## config.mk

```make
export PLATFORM = sky130hd
export DESIGN_NAME = traffic_light_ctrl
export DESIGN_NICKNAME = d
export VERILOG_FILES = /design/src/rtl/traffic_light_ctrl.sv
export SDC_FILE = /design/constraint.sdc
export NUM_CORES = 1
export LEC_CHECK = 0
export CORE_UTILIZATION = 25
export CTS_BUF_LIST = sky130_fd_sc_hd__clkbuf_16
export CTS_CLUSTER_DIAMETER = 120
export CTS_CLUSTER_SIZE = 40
export DETAILED_ROUTE_END_ITERATION = 7
export GPL_ROUTABILITY_DRIVEN = 0
export HOLD_SLACK_MARGIN = 0.12
export SLEW_MARGIN = 20
export SYNTH_ARGS = -nofsm -noshare
export SYNTH_HDL_FRONTEND = slang
export SYNTH_SLANG_ARGS = --single-unit
```

## constraint.sdc

```tcl
create_clock -name clk -period 6.9 [get_ports clk]
set_input_delay 1.38 -clock clk [delete_from_list [all_inputs] [get_ports clk]]
set_output_delay 1.38 -clock clk [all_outputs]
set_load 0.01 [all_outputs]
```

## src/rtl/traffic_light_ctrl.sv

```systemverilog
// Multi-direction traffic light controller: round-robin green service with
// demand-driven green extension, pedestrian walk phase and emergency override.
module traffic_light_ctrl #(
  parameter int N_DIR     = 4,
  parameter int GREEN_MIN = 4,
  parameter int GREEN_MAX = 10,
  parameter int YELLOW_T  = 2,
  parameter int ALLRED_T  = 1,
  parameter int WALK_T    = 3
) (
  input  logic                       clk,
  input  logic                       rstn,
  input  logic [N_DIR-1:0]           req,
  input  logic                       ped_req,
  input  logic                       emerg,
  output logic [2*N_DIR-1:0]         lights,
  output logic                       walk,
  output logic [2:0]                 state_o,
  output logic [$clog2(N_DIR)-1:0]   cur_dir
);

  localparam int DIR_W   = $clog2(N_DIR);
  localparam int MAX_GY  = (GREEN_MAX > YELLOW_T) ? GREEN_MAX : YELLOW_T;
  localparam int MAX_AW  = (ALLRED_T > WALK_T) ? ALLRED_T : WALK_T;
  localparam int CNT_TOP = (MAX_GY > MAX_AW) ? MAX_GY : MAX_AW;
  localparam int CNT_W   = $clog2(CNT_TOP + 1);

  localparam logic [CNT_W-1:0] GMIN_C  = CNT_W'(GREEN_MIN - 1);
  localparam logic [CNT_W-1:0] GMAX_C  = CNT_W'(GREEN_MAX - 1);
  localparam logic [CNT_W-1:0] YEL_C   = CNT_W'(YELLOW_T - 1);
  localparam logic [CNT_W-1:0] AR_C    = CNT_W'(ALLRED_T - 1);
  localparam logic [CNT_W-1:0] WALK_C  = CNT_W'(WALK_T - 1);
  localparam logic [CNT_W-1:0] CNT_SAT = '1;

  localparam logic [1:0] LAMP_RED    = 2'b00;
  localparam logic [1:0] LAMP_YELLOW = 2'b01;
  localparam logic [1:0] LAMP_GREEN  = 2'b10;

  typedef enum logic [2:0] {
    ST_GREEN  = 3'd0,
    ST_YELLOW = 3'd1,
    ST_ALLRED = 3'd2,
    ST_PED    = 3'd3,
    ST_EMERG  = 3'd4
  } state_t;

  state_t           state, state_nxt;
  logic [CNT_W-1:0] cnt;
  logic [DIR_W-1:0] dir_nxt;
  logic             ped_pend;
  logic [N_DIR-1:0] dir_mask;
  logic             other_req;

  // First requesting direction after cur, wrapping, cur excluded; cur+1 if none.
  function automatic logic [DIR_W-1:0] rr_next(input logic [DIR_W-1:0] cur,
                                               input logic [N_DIR-1:0] r);
    logic [DIR_W-1:0] nxt;
    logic [DIR_W-1:0] idx;
    nxt = DIR_W'((int'(cur) + 1) % N_DIR);
    for (int k = N_DIR - 1; k >= 1; k--) begin
      idx = DIR_W'((int'(cur) + k) % N_DIR);
      if (r[idx]) nxt = idx;
    end
    return nxt;
  endfunction

  always_comb begin
    dir_mask          = '0;
    dir_mask[cur_dir] = 1'b1;
  end

  assign other_req = |(req & ~dir_mask);

  // NOTE: sequential state uses non-blocking assignments so every register
  // samples the pre-edge values, independent of statement order.
  always_ff @(posedge clk or negedge rstn) begin
    if (!rstn) begin
      state    <= ST_GREEN;
      cnt      <= '0;
      cur_dir  <= '0;
      ped_pend <= 1'b0;
    end else begin
      state   <= state_nxt;
      cur_dir <= dir_nxt;
      if (state_nxt != state) cnt <= '0;
      else if (cnt != CNT_SAT) cnt <= cnt + 1'b1;
      // A new button press outside PED wins over the clear on PED entry.
      if (state != ST_PED && ped_req) ped_pend <= 1'b1;
      else if (state_nxt == ST_PED)   ped_pend <= 1'b0;
    end
  end

  // NOTE: every combinational output gets a default first so no path
  // through the case leaves it unassigned (which would infer a latch).
  always_comb begin
    state_nxt = state;
    dir_nxt   = cur_dir;
    if (emerg) begin
      state_nxt = ST_EMERG;
    end else begin
      case (state)
        ST_GREEN: begin
          if ((cnt >= GMIN_C && (other_req || ped_pend)) || cnt == GMAX_C)
            state_nxt = ST_YELLOW;
        end
        ST_YELLOW: begin
          if (cnt == YEL_C) state_nxt = ST_ALLRED;
        end
        ST_ALLRED: begin
          if (cnt == AR_C) begin
            if (ped_pend) begin
              state_nxt = ST_PED;
            end else begin
              state_nxt = ST_GREEN;
              dir_nxt   = rr_next(cur_dir, req);
            end
          end
        end
        ST_PED: begin
          if (cnt == WALK_C) begin
            state_nxt = ST_GREEN;
            dir_nxt   = rr_next(cur_dir, req);
          end
        end
        ST_EMERG: state_nxt = ST_ALLRED;
        default:  state_nxt = ST_ALLRED;
      endcase
    end
  end

  always_comb begin
    lights = '0;
    for (int d = 0; d < N_DIR; d++) begin
      if (DIR_W'(d) == cur_dir) begin
        if (state == ST_GREEN)       lights[2*d +: 2] = LAMP_GREEN;
        else if (state == ST_YELLOW) lights[2*d +: 2] = LAMP_YELLOW;
        else                         lights[2*d +: 2] = LAMP_RED;
      end
    end
    walk = (state == ST_PED);
  end

  assign state_o = state;

endmodule

```

==> results of run 1 <==
[registers in the layout, indices dropped and copies added (netlist names)]
name and flops:
ped_pend 1, cnt 4, cur_dir 2, state_o 3
[logic make-up (layout without fill, tap and decap cells)]
group / count (synthesis) / count (layout) / synth area share [%]
xor+xnor: 2 / 2 / 1.71
flops: 10 / 10 / 24.4
mux: 9 / 9 / 12.3
buf+inv: 19 / 36 / 9.38
fa+ha+maj: 8 / 8 / 9.74
compound gates: 21 / 21 / 15.3
simple gates: 43 / 43 / 27.2
[metrics by stage]
step | hold slack [ns] | total power, mW | instance area, µm²
finish | 0.682 | 0.301 | 1320
global route | 0.744 | 0.322 | 1320
CTS | 0.686 | 0.305 | 1320
detailed placement | 0.682 | 0.197 | 1240
global placement | 0.672 | 0.196 | 1240
floorplan | 0.620 | 0.158 | 1030
[cell usage in the layout, fill, tap and decap left out, types with 2 or more instances in the layout]
| cell type | Yosys | routed |
|---|---|---|
| a31oi_1 | 2 | 2 |
| nand2_1 | 3 | 3 |
| o211ai_1 | 3 | 3 |
| ha_1 | 8 | 8 |
| nand3_1 | 4 | 4 |
| a21oi_1 | 3 | 3 |
| nor2_1 | 7 | 7 |
| o21ai_0 | 3 | 3 |
| and2_1 | 3 | 3 |
| mux4_2 | 2 | 2 |
| nor3_1 | 8 | 8 |
| mux2_4 | 2 | 2 |
| clkdlybuf4s50_1 | 0 | 21 |
| clkbuf_16 | 0 | 3 |
| nor3b_1 | 2 | 2 |
| nand3b_1 | 3 | 3 |
| inv_1 | 11 | 11 |
| xnor2_1 | 2 | 2 |
| dfrtp_1 | 10 | 10 |
| and3_2 | 2 | 2 |
| mux2i_1 | 4 | 4 |
[worst max-delay path: cells and delay by family (launching register included)]
family	cells	cell delay, ns
flops	1	0.51
fa+ha+maj	1	0.17
buf+inv	3	0.77
simple gates	1	0.19
[power by group]
part / switching (mW) / internal (mW)
Clock: 0.0276 / 0.0760
Combinational: 0.0507 / 0.0616
Sequential: 0.0195 / 0.0659
Total: 0.0978 / 0.203
[cell type report]
class / instances / area, µm²
well taps: 48 / 60.1
fillers: 390 / 2480
inverters: 11 / 41.3
repair buffers: 21 / 210
clock buffers: 3 / 75.1
flip-flops and latches: 10 / 250
multi-input cells: 83 / 681
clock inverters: 1 / 3.75
[routing by layer]
layer	share of wire, %	global-route usage [%]	vias up
met5	0	0	-
met4	1.8	6.38	0
li1	-	-	441
met3	3.2	1.55	3
met1	48	16.4	443
met2	47	18.2	18
[worst max-delay path by stage]
stage	cells after the start	to	start
2_1_floorplan	5	cnt[0]	req[1]
3_3_place_gp	5	cnt[1]	req[1]
3_5_place_dp	5	cnt[1]	req[1]
4_1_cts	5	lights[4]	cur_dir[0]
5_1_grt	5	lights[4]	cur_dir[0]
6_report	5	lights[0]	cur_dir[0]
==> run summary, run 1 <==
post-synth top area cell - dfrtp_1
Core Util, Final - 34.8%
VDD IR-drop max - 173 µV
fraction of layout cells with a size suffix above 1 - 14.7%
status - finished, final reports clean
CP Capture Type - output pin
IO Port Bufs - 21
largest net degree at the start of global routing - 17
max-cap viol count - 0
Vias - 905
Yosys reg bits - 10
most frequent cells after synthesis - inv_1, dfrtp_1, ha_1, nor3_1, nor2_1
antenna-violating nets left - 0
area delta synth->final - 28.6%
Leak - 0.530 nW
Hold Crit Endpoint - cur_dir[1]
Root Buffer Master - clkbuf_16
starting density of the core - 27.0%
Total GRT Usage - 12.0%
flop2flop setup slack - 4.56 ns
antenna cells - 0
HP Start - cur_dir[1]
die outline area - 0.00437 mm²
CTS max path bufs - 2
worst slew pin tran - 0.521 ns
dpl ws - 3.51 ns
Min-Delay Path Depth - 2
Post-CTS Hold Buffers - 0
worst-path cell chain - inv_1, ha_1, inv_1, nor3_1, clkdlybuf4s50_1
top cell type's share of synthesized area - 24.4%
synthesized area - 0.00103 mm²
clk_lat worst skew - 0.24 ns
Max Slew Vio Count - 0
final worst slack - 3.64 ns
die height - 66.1 µm
number of synthesized flops with an enable pin - 0
grt ovf - 0
post-route insts no fill - 177
antenna violations before repair - 0
cell mode on critical path - inv_1
Period Utilization, post-route - 47.2%
residual DRC count - 0
drt pass-1 iters - 5
vias in the first global route - 869
fmax - 307 MHz
Total Wirelength - 2380 µm
Worst Skew - 0.00399 ns
crit-path max FO - 9
worst endpoint required time - 5.52 ns
CTS tree - yes
IO Count - 22
reg2reg end - cnt[1]
Nets - 146
number of cells on the worst reg-to-reg path - 6
syn_area_per_cell - 9.17 µm²
Syn Nets - 128
most frequent cell after synthesis - inv_1
Yosys cell types - 46
final setup TNS - 0 ns
Seq/Total Area, Yosys - 24.4%
final hold violations - 0
Reg clk slew, reported paths - 0.04 ns
post-CTS setup buffer count - 0
Worst path max stage delay - 0.57 ns
ys flop type - dfrtp_1
Final setup viols - 0
routed len/inst - 13.4 µm
critical path type - register to output pin
CP arrival - 1.88 ns
CTS resizes - 0
max_slew headroom - 65.3%
Iter 0 DRT Violations - 32
CP Launch Type - register
Crit Reg-Reg Startpoint - cur_dir[0]
Inserted Clock Buffers - 3
synthesized instance count - 112
Yosys warning count - 0
power per cell area - 228 mW/mm²
# clock sinks - 10
core area - 0.00380 mm²
CP max stage cell - clkdlybuf4s50_1
Die W - 66.1 µm
drt via density - 5.11
post-DP HPWL - 1830 µm
worst min path class - register to register
Area contributors post-synth - dfrtp_1, ha_1, mux4_2
ys async rst share - 100%
dpl cells - 173
H-tree depth - 1
num rows - 22
first-pass GRT wire length - 3970 µm
Final Critical Period - 3.26 ns
RSZ-0062 raised after global routing - no
Power figures use the tool's default switching activity.
==> run 2, diff against run 1 <==
Clock period 6.9 ns to 3.3 ns, I/O delays scaled along.
==> run summary, run 2 (synthesized netlist as in run 1, its figures left out) <==
status - finished, final reports clean
CTS max path bufs - 2
antenna violations before repair - 0
Period Utilization, post-route - 76.7%
Crit Reg-Reg Startpoint - cur_dir[0]
num rows - 22
Total Wirelength - 2320 µm
largest net degree at the start of global routing - 17
CP Launch Type - register
Final Critical Period - 2.53 ns
RSZ-0062 raised after global routing - no
Worst path max stage delay - 0.57 ns
Min-Delay Path Depth - 2
Max Slew Vio Count - 0
starting density of the core - 27.0%
met3 GRT Util - 1.55%
number of cells on the worst reg-to-reg path - 7
Iter 0 DRT Violations - 26
IO Count - 22
Final setup viols - 0
cell mode on critical path - inv_1
flop2flop setup slack - 0.96 ns
# clock sinks - 10
register area - 250 µm²
drt pass-1 iters - 4
antenna-violating nets left - 0
max reg flops - 4
Pwr Total - 622 µW
final setup TNS - 0 ns
H-tree depth - 1
final hold violations - 0
Total GRT Usage - 11.7%
antenna cells - 0
Nets - 146
Worst Skew - 0.000288 ns
CP arrival - 1.87 ns
critical path type - register to output pin
CTS resizes - 0
worst-path cell chain - inv_1, ha_1, inv_1, nor3_1, clkdlybuf4s50_1
fmax - 395 MHz
first-pass GRT wire length - 3970 µm
Hold Crit Endpoint - cur_dir[1]
met2 usage in global routing - 19.1%
power per cell area - 472 mW/mm²
worst min path class - register to register
worst endpoint required time - 2.64 ns
clk_lat worst skew - 0.23 ns
commonest non-fill, non-tap cell in the layout - clkdlybuf4s50_1
post-DP HPWL - 1820 µm
die outline area - 0.00437 mm²
worst slew pin tran - 0.515 ns
max_slew headroom - 65.7%
Reg clk slew, reported paths - 0.04 ns
post-CTS setup buffer count - 0
crit-path max FO - 9
reg2reg end - cnt[1]
HP Start - cur_dir[1]
grt ovf - 0
Die W - 66.1 µm
area delta synth->final - 28.3%
routing usage on met1 - 15.8%
Buf/Inv on CP - 3
multi-input logic area - 681 µm²
vias in the first global route - 888
Leak - 0.529 nW
Top reg by flops - cnt
Fill cells - 381
highest-count cells in the layout ignoring fill and taps - clkdlybuf4s50_1, inv_1, dfrtp_1
core area - 0.00380 mm²
Root Buffer Master - clkbuf_16
Vias - 884
drt via density - 5.02
Inserted Clock Buffers - 3
critical path launch point - cur_dir[0]
critical path's top delay family - buffers and inverters
CP max stage cell - clkdlybuf4s50_1
die height - 66.1 µm
max-cap viol count - 0
IO Port Bufs - 21
routed len/inst - 13.2 µm
CTS tree - yes
fraction of layout cells with a size suffix above 1 - 14.8%
CP Capture Type - output pin
area post-placement - 0.00124 mm²
VDD IR-drop max - 360 µV
final instance area - 0.00132 mm²
residual DRC count - 0
Top Usage Layer GRT - met2
Post-CTS Hold Buffers - 0
-- run 2: layout make-up --
type,instances,share of cell area [%]
Sequential cell,10,19.0
Clock buffer,3,5.70
Multi-Input combinational cell,83,51.7
Inverter,11,3.13
Timing Repair Buffer,21,16.0
Tap cell,48,4.56
-- run 2: through the flow --
stage	std cells	hold slack [ns]	setup WS (ns)	utilization (%)
after floorplan	112	0.364	1.04	-
after global placement	173	0.672	0.663	32.7
after detailed placement	173	0.688	0.629	32.7
after CTS	176	0.697	0.751	34.7
after global routing	176	0.720	0.662	34.7
final	176	0.694	0.770	34.7
-- run 2: per-layer routing --
layer	share of wire (%)	up-vias	wire, µm
met1	48	425	1120
met2	47	20	1100
met5	0	-	0
met4	1.2	0	28
li1	-	436	-
met3	3.3	3	77
-- run 2: how the worst max path moves through the flow --
| stage | endpoint | cells past startpoint |
|---|---|---|
| finish | lights[4] | 5 |
| floorplan | cnt[0] | 9 |
| detailed placement | cnt[1] | 5 |
| CTS | lights[4] | 5 |
| global placement | cnt[1] | 5 |
| global route | lights[4] | 5 |
-- run 2: worst min-delay path, delay by kind of cell (launching register included) --
kind,cells,cell delay [ns]
AOI/OAI and AO/OA,1,0.05
DFF,1,0.47
and+or+nand+nor,1,0.14
-- run 2: power by group --
group	leakage, nW	internal (mW)	total (mW)	switching [mW]
logic	0.367	0.129	0.235	0.106
clock network	0.0370	0.157	0.210	0.0528
registers	0.125	0.138	0.177	0.0392
total	0.529	0.424	0.622	0.198
